<file path="src/rtl/vector_operand_dispatch.sv">
// Reads vs2/vs1 from the VRF for one accepted op, then holds the operands until the unit takes them.
// Issue to exec_valid in 2 cycles; issue stalls on scoreboard hazards or while an op is in flight.
package vector_operand_dispatch_pkg;
  typedef struct packed {
    logic [5:0] funct6;
    logic [2:0] funct3;
    logic [2:0] sew;
    logic       vm;
    logic [2:0] lmul;
  } execution_vector_t;
endpackage

module vector_operand_dispatch
  import vector_operand_dispatch_pkg::*;
#(
  parameter int VLEN      = 128,
  parameter int NUM_VREGS = 32,
  parameter int ADDR_W    = 5
) (
  input  logic                  clock,
  input  logic                  reset,
  input  logic                  issue_valid,
  output logic                  issue_ready,
  input  execution_vector_t     issue_execution_vector,
  input  logic [ADDR_W-1:0]     issue_vs2_addr,
  input  logic [ADDR_W-1:0]     issue_vs1_addr,
  input  logic [ADDR_W-1:0]     issue_vd_addr,
  output logic [ADDR_W-1:0]     vrf_rd_addr_a,
  output logic [ADDR_W-1:0]     vrf_rd_addr_b,
  input  logic [VLEN-1:0]       vrf_rd_data_a,
  input  logic [VLEN-1:0]       vrf_rd_data_b,
  output logic                  exec_valid,
  input  logic                  exec_ready,
  output execution_vector_t     execution_vector,
  output logic [VLEN-1:0]       vs2,
  output logic [VLEN-1:0]       vs1,
  output logic [ADDR_W-1:0]     exec_vd_addr,
  input  logic                  wb_valid,
  input  logic [ADDR_W-1:0]     wb_addr,
  output logic [NUM_VREGS-1:0]  busy_mask,
  output logic [31:0]           dispatch_count,
  output logic [31:0]           stall_count
);

  typedef enum logic [1:0] {IDLE, READ, HOLD} state_t;

  state_t                state, state_next;
  logic                  hazard;
  logic                  accept;
  logic [NUM_VREGS-1:0]  busy_next;

  always_ff @(posedge clock) begin
    if (reset) state <= IDLE;
    else       state <= state_next;
  end

  // Hazard uses registered busy only; a writeback this cycle frees the register next cycle.
  always_comb begin
    state_next  = state;
    issue_ready = 1'b0;
    exec_valid  = 1'b0;
    hazard      = busy_mask[issue_vs2_addr] | busy_mask[issue_vs1_addr] | busy_mask[issue_vd_addr];
    case (state)
      IDLE: begin
        issue_ready = ~hazard & ~reset;
        if (issue_valid && issue_ready) state_next = READ;
      end
      READ: state_next = HOLD;
      HOLD: begin
        exec_valid = 1'b1;
        if (exec_ready) state_next = IDLE;
      end
      default: state_next = IDLE;
    endcase
  end

  assign accept = issue_valid & issue_ready;

  // Set is applied after clear so a same-index set wins.
  always_comb begin
    busy_next = busy_mask;
    if (wb_valid) busy_next[wb_addr] = 1'b0;
    if (accept)   busy_next[issue_vd_addr] = 1'b1;
  end

  always_ff @(posedge clock) begin
    if (reset) begin
      busy_mask        <= '0;
      execution_vector <= '0;
      vrf_rd_addr_a    <= '0;
      vrf_rd_addr_b    <= '0;
      exec_vd_addr     <= '0;
      vs2              <= '0;
      vs1              <= '0;
      dispatch_count   <= '0;
      stall_count      <= '0;
    end else begin
      busy_mask <= busy_next;
      if (accept) begin
        execution_vector <= issue_execution_vector;
        vrf_rd_addr_a    <= issue_vs2_addr;
        vrf_rd_addr_b    <= issue_vs1_addr;
        exec_vd_addr     <= issue_vd_addr;
      end
      if (state == READ) begin
        vs2 <= vrf_rd_data_a;
        vs1 <= vrf_rd_data_b;
      end
      if (exec_valid && exec_ready) dispatch_count <= dispatch_count + 32'd1;
      if (issue_valid && !issue_ready) stall_count <= stall_count + 32'd1;
    end
  end

endmodule

</file>
<file path="config.mk">
export PLATFORM = sky130hd
export DESIGN_NAME = vector_operand_dispatch
export DESIGN_NICKNAME = d
export VERILOG_FILES = /design/src/rtl/vector_operand_dispatch.sv
export SDC_FILE = /design/constraint.sdc
export NUM_CORES = 1
export LEC_CHECK = 0
export CORE_AREA = 5 5 261 263
export CTS_CLUSTER_DIAMETER = 150
export CTS_CLUSTER_SIZE = 20
export DETAILED_ROUTE_END_ITERATION = 8
export DIE_AREA = 0 0 266 268
export HOLD_SLACK_MARGIN = 0.06
export PLACE_DENSITY = 0.51
export SYNTH_ARGS = -nofsm -noshare
export SYNTH_HDL_FRONTEND = slang
export SYNTH_SLANG_ARGS = --single-unit
export TNS_END_PERCENT = 1
</file>
<file path="constraint.sdc">
create_clock -name clock -period 8.6 [get_ports clock]
set_input_delay 1.72 -clock clock [delete_from_list [all_inputs] [get_ports clock]]
set_output_delay 1.72 -clock clock [all_outputs]
set_load 0.1 [all_outputs]
</file>
Word level (Yosys, flattened, before mapping)
Cells that the tools add are included.
{ "classes": {"addsub": 2, "n_lt_le_gt_ge": 6, "n_eq_ne": 4, "muxes": 17, "bitwise": 9, "n_reduce_logical": 8} }
{ "ops": {"columns": ["cell", "n"], "rows": [
  ["$add A32 B1 Y32 const B", 2],
  ["$mux W32", 2],
  ["$and A32 B32 Y32", 1],
  ["$not A32 Y32", 1],
  ["$or A32 B32 Y32", 1],
  ["$lt A5 B6 Y1 const B", 4],
  ["$bmux W1 S5", 3],
  ["$demux W1 S5", 2],
  ["$ge A5 B1 Y1 const B", 2],
  ["$mux W1", 7],
  ["$pmux W2 S3", 1],
  ["$logic_and A1 B1 Y1", 5],
  ["$mux W2", 2],
  ["$ne A2 B2 Y1 const B", 2],
  ["$and A1 B1 Y1", 2],
  ["$eq A2 B1 Y1 const B", 1],
  ["$eq A2 B2 Y1 const B", 1],
  ["$logic_not A2 Y1", 1],
  ["$not A1 Y1", 2],
  ["$or A1 B1 Y1", 2],
  ["$reduce_and A2 Y1", 1],
  ["$logic_not A1 Y1", 1]
]} }
{ "word_totals": {"regBits": 385, "inputBits": 297, "word_cells": 60} }

Depth between registers and ports, before layout
{ "logic_depth": {"depth_word": 9, "ltp_mapped": 14, "depth_no_buf": 8} }

Worst setup path after synthesis
OpenSTA, ideal clock, no wires.
{ "synth_path": {"path_kind": "in2out", "start": "input port issue_vs1_addr[0]", "end": "output port issue_ready", "t_arrival_ns": 4.390, "path_slack_ns": 2.490, "path_stages": 11, "n_path_buf": 5, "cell_sequence": "buf_2 -> mux4_2 -> mux2_2 -> a32o_1 -> a211o_1 -> or4_1 -> buf_2 -> inv_2 -> buf_6 -> buf_6 -> buf_6"} }
{ "synth_via": {"elab_chain_cells": 7} }
{ "synth_rtl": {"columns": ["element", "line_no", "source"], "rows": [
  ["start, declared", "26", "input logic [ADDR_W-1:0] issue_vs1_addr,"],
  ["$bmux W1 S5", "62", "hazard = busy_mask[issue_vs2_addr] | busy_mask[issue_vs1_addr] | busy_mask[issue_vd_addr];"],
  ["$mux W1 (not written as such)", "62", null],
  ["$or A1 B1 Y1 (2 in series)", "62", null],
  ["$not A1 Y1", "65", "issue_ready = ~hazard & ~reset;"],
  ["$and A1 B1 Y1", "65", null],
  ["$mux W1", "63", "case (state)"],
  ["end, declared", "23", "output logic issue_ready,"]
]} }
No other way between the ends. The select of a mux whose other input is x is not followed.

Worst setup path after layout
{ "layout_path": {"start": "input port issue_vd_addr[0]", "end": "output port issue_ready"} }
{ "layout_via": {"elab_chain_cells": 6} }
{ "layout_rtl": {"columns": ["element", "line_no", "source"], "rows": [
  ["start, declared", "27", "input logic [ADDR_W-1:0] issue_vd_addr,"],
  ["$bmux W1 S5", "62", null],
  ["$mux W1 (not written as such)", "62", null],
  ["$or A1 B1 Y1", "62", null],
  ["$not A1 Y1", "65", null],
  ["$and A1 B1 Y1", "65", null],
  ["$mux W1", "63", null]
]} }
No other way between the ends. The select of a mux whose other input is x is not followed.

==> impl_metrics.toml <==
[status]
run_status = "finished clean"

[power]
ir_drop_v = 0.0001221
power_per_cell_area_nw_per_um2 = 173.6
p_leak_nw = 7.626

[finish]
area_growth_syn_to_layout_pct = 52.89
fillerInstances = 6806
finish.net_count = 2753
drive_gt1_share_pct = 3.301

[setup_path]
category_of_the_worst_setup_path_capture_point = "output port"
critPathBufInv = 3
crit_path_start_kind = "primary input"
crit_family = "buffers and inverters"
worstSetupPathType = "in2out"
timing.critical_path.fanout_max = 13
timing.critical_path.slowest_stage_cell = "sky130_fd_sc_hd__clkdlybuf4s50_1"
arrival_ps = 4840
slowest_delay_ps = 910
critPathRequiredTime_ps = 6880
worstPathCellList = "clkdlybuf4s50_1 > mux4_2 > mux2_2 > a32o_1 > a211o_1 > or4_1 > inv_2 > buf_12"

[global_route]
first_global_vias = 14640
antenna_violations_before_repair = 12
global_route.usage.total_pct = 16.75
grt_pass1_wl_mm = 94.23
grt_start_max_net_pins = 195
aggregate_global_routing_overflow = 0

[timing]
worst_slew_pin_slew_ps = 1150
final.setup.tns_ps = 0
rsz0062_at_grt = "no"
max_freq_mhz = 152.4
final_critical_path_setup_slack_ps = 2037
max_slew_margin_pct = 23.06
final.setup_skew_ps = 22.86
period_needed_ps = 6563
hold_viol = 0
slew_violations = 0
final_min_period_over_clock_period_pct = 76.32
setup_viol = 0

[logic_synthesis]
syn_inst = 1877
synthDominantAreaCellType = "sky130_fd_sc_hd__dfxtp_1"
synth_enable_flop_cells = 0
synth_seq_cells = 385
asyncSetResetFlopFracSynth_pct = 0
yosys-top-cells-count = "sky130_fd_sc_hd__nand2_1 (565), sky130_fd_sc_hd__dfxtp_1 (385), sky130_fd_sc_hd__a21oi_1 (327)"
ys_top_cells_by_area = "sky130_fd_sc_hd__dfxtp_1 (51%), sky130_fd_sc_hd__nand2_1 (14%), sky130_fd_sc_hd__a21oi_1 (11%), sky130_fd_sc_hd__clkbuf_1 (2.9%), sky130_fd_sc_hd__mux4_2 (2.1%)"
synth_top_area_share_pct = 50.59
number_of_warnings_reported_in_the_yosys_synthesis_log = 0
syn-cell-area_um2 = 15230
synthFlopType = "sky130_fd_sc_hd__dfxtp_1"
postSynthAreaPerCell_um2 = 8.116
synth_cell_types = 54
yosys.cell_count.top_type = "sky130_fd_sc_hd__nand2_1"
postSynthNetCount = 2176
synth.yosys.seq_area_share_pct = 50.59

[floorplanning]
placement_rows = 94
floorplan.initialDensity_pct = 23.30
die-area_um2 = 71290
boundaryPins = 682
die_width_um = 266
core_um2 = 65390
die_outline_height_um = 268

[detailed_routing]
drcViolationCount = 0
dr_total_vias = 15380
avgViaCountPerCell = 4.621
pre_antenna_drt_iters = 5
met2_length_mm = 32.76
detail_route.wirelength_mm = 65.67
routed_metal_1_wire_length_mm = 25.76
dr.first_iter.drc_count = 868
dr.max_layer_used = "met5"
drt-wirelength-per-cell_um = 19.73
drt.antenna.violating_nets = 0
met3_wirelength_mm = 4.863

[placement]
gp_congestion = 0.8590
placement.io_buffers = 681
detailedPlace.worstSlack_ps = 2023
post-dp-hpwl_mm = 47.82

[clock_network]
cts-root-to-sink-buffers = 3
cts_tree = "yes"
cts.hold.buffers_added = 0
cts-root-buf = "sky130_fd_sc_hd__clkbuf_16"
cts.sinks = 385
clkSlewWorstSetupHoldPaths_ps = 80
worst_skew_pair.late_latency_ps = 570
cts_max_level = 1
cts_setup_buffers = 0
cts.repair.resized = 0
cts_inserted_buffers = 23

[job]
cap_viol_max_count = 0

[hold_path]
timing.hold.worst.class = "reg2reg"
## path summary, 6_finish.rpt
| check | startpoint | to | slack, ps | depth (start not counted) |
|---|---|---|---|---|
| max | issue_vd_addr[0] | issue_ready | 2040 | 8 |
| min | vs2[51] | vs2[51] | 460 | 2 |
| max reg2reg | busy_mask[6] | busy_mask[17] | 4820 | 9 |
| min reg2reg | vs2[51] | vs2[51] | 460 | 2 |
## through the flow
step                instances  utilization, %  hold WS (ps)  instance area [um2]  total power [mW]
finish                   3329           35.62         455.8                23290             4.043
global route             3325           35.60         471.4                23280             4.214
CTS                      3318           35.58         458.0                23260             4.121
detailed placement       3293           34.66         445.3                22660             2.971
global placement         3293           34.66         441.4                22660             2.964
floorplan                1877               -         844.5                15230             2.619
## report_power, final
group | leakage, nW | internal [mW] | switching (mW) | total, mW
logic | 4.21 | 0.292 | 0.746 | 1.04
clock network | 0.295 | 0.484 | 0.634 | 1.12
registers | 3.12 | 1.85 | 0.0371 | 1.89
## cell families (layout without fill, tap and decap cells)
logic type	Yosys count	in the layout	share of synthesized area [%]
AND/OR/NAND/NOR	819	819	23.99
AO/OA/AOI/OAI	460	460	16.16
flip-flops	385	385	50.59
buffers and inverters	151	728	4.156
multiplexers	35	35	3.499
XOR/XNOR	25	25	1.437
adder cells (fa/ha/maj)	2	2	0.1642
other	0	11	0
## registers in the layout, summed over array words and instances, names as in the netlist
register / flops
busy_mask: 32
dispatch_count: 32
exec_vd_addr: 5
execution_vector: 16
stall_count: 32
state: 2
vrf_rd_addr_a: 5
vrf_rd_addr_b: 5
vs1: 128
vs2: 128
## worst register-to-register path, stage by stage (launching register included)
cell,delay [ps]
sky130_fd_sc_hd__dfxtp_1,410
sky130_fd_sc_hd__mux4_2,490
sky130_fd_sc_hd__mux2_2,280
sky130_fd_sc_hd__a32o_1,270
sky130_fd_sc_hd__a211o_1,280
sky130_fd_sc_hd__or4_1,570
sky130_fd_sc_hd__inv_2,110
sky130_fd_sc_hd__buf_4,710
sky130_fd_sc_hd__nand3_2,330
sky130_fd_sc_hd__o21ai_0,260
## cell type report
class | instances | area (um2) | share of cell area (%)
antenna | 11 | 27.53 | 0.1182
clock buffer | 23 | 575.6 | 2.471
clock inverter | 2 | 25.02 | 0.1074
inverter | 10 | 37.54 | 0.1612
multi-input combinational | 1341 | 6909 | 29.66
sequential | 385 | 7707 | 33.09
tap | 864 | 1081 | 4.641
timing repair buffer | 693 | 6929 | 29.75
## per-layer routing
layer	GRT usage [%]	vias to the layer above
li1	-	7504
met1	19.65	7276
met2	29.43	508
met3	4.889	90
met4	5.663	6
met5	0	-
## placed cells by master (no fill, tap or decap), types with 3 or more instances in the layout
cell and instances:
sky130_fd_sc_hd__nand3_1 62, sky130_fd_sc_hd__a2111oi_0 3, sky130_fd_sc_hd__dfxtp_1 385, sky130_fd_sc_hd__xor2_1 18
sky130_fd_sc_hd__o21ai_2 8, sky130_fd_sc_hd__mux4_2 14, sky130_fd_sc_hd__nand4_1 15, sky130_fd_sc_hd__a21oi_1 327
sky130_fd_sc_hd__nor2b_1 30, sky130_fd_sc_hd__o31ai_1 22, sky130_fd_sc_hd__o21ai_1 23, sky130_fd_sc_hd__nand2b_1 8
sky130_fd_sc_hd__clkbuf_16 23, sky130_fd_sc_hd__or3_1 10, sky130_fd_sc_hd__diode_2 11, sky130_fd_sc_hd__mux2i_1 15
sky130_fd_sc_hd__nand3b_1 22, sky130_fd_sc_hd__buf_4 11, sky130_fd_sc_hd__and3_1 17, sky130_fd_sc_hd__and4_1 4
sky130_fd_sc_hd__mux2_2 6, sky130_fd_sc_hd__or4_1 20, sky130_fd_sc_hd__inv_1 9, sky130_fd_sc_hd__nor2_1 40
sky130_fd_sc_hd__o41ai_1 3, sky130_fd_sc_hd__a22oi_1 3, sky130_fd_sc_hd__a31o_2 4, sky130_fd_sc_hd__xnor2_1 7
sky130_fd_sc_hd__nor3_1 3, sky130_fd_sc_hd__nand4b_1 4, sky130_fd_sc_hd__clkdlybuf4s50_1 678, sky130_fd_sc_hd__and2_1 3
sky130_fd_sc_hd__nor3b_1 4, sky130_fd_sc_hd__nand2_1 565, sky130_fd_sc_hd__o21ai_0 59
Power figures use the tool's default switching activity.
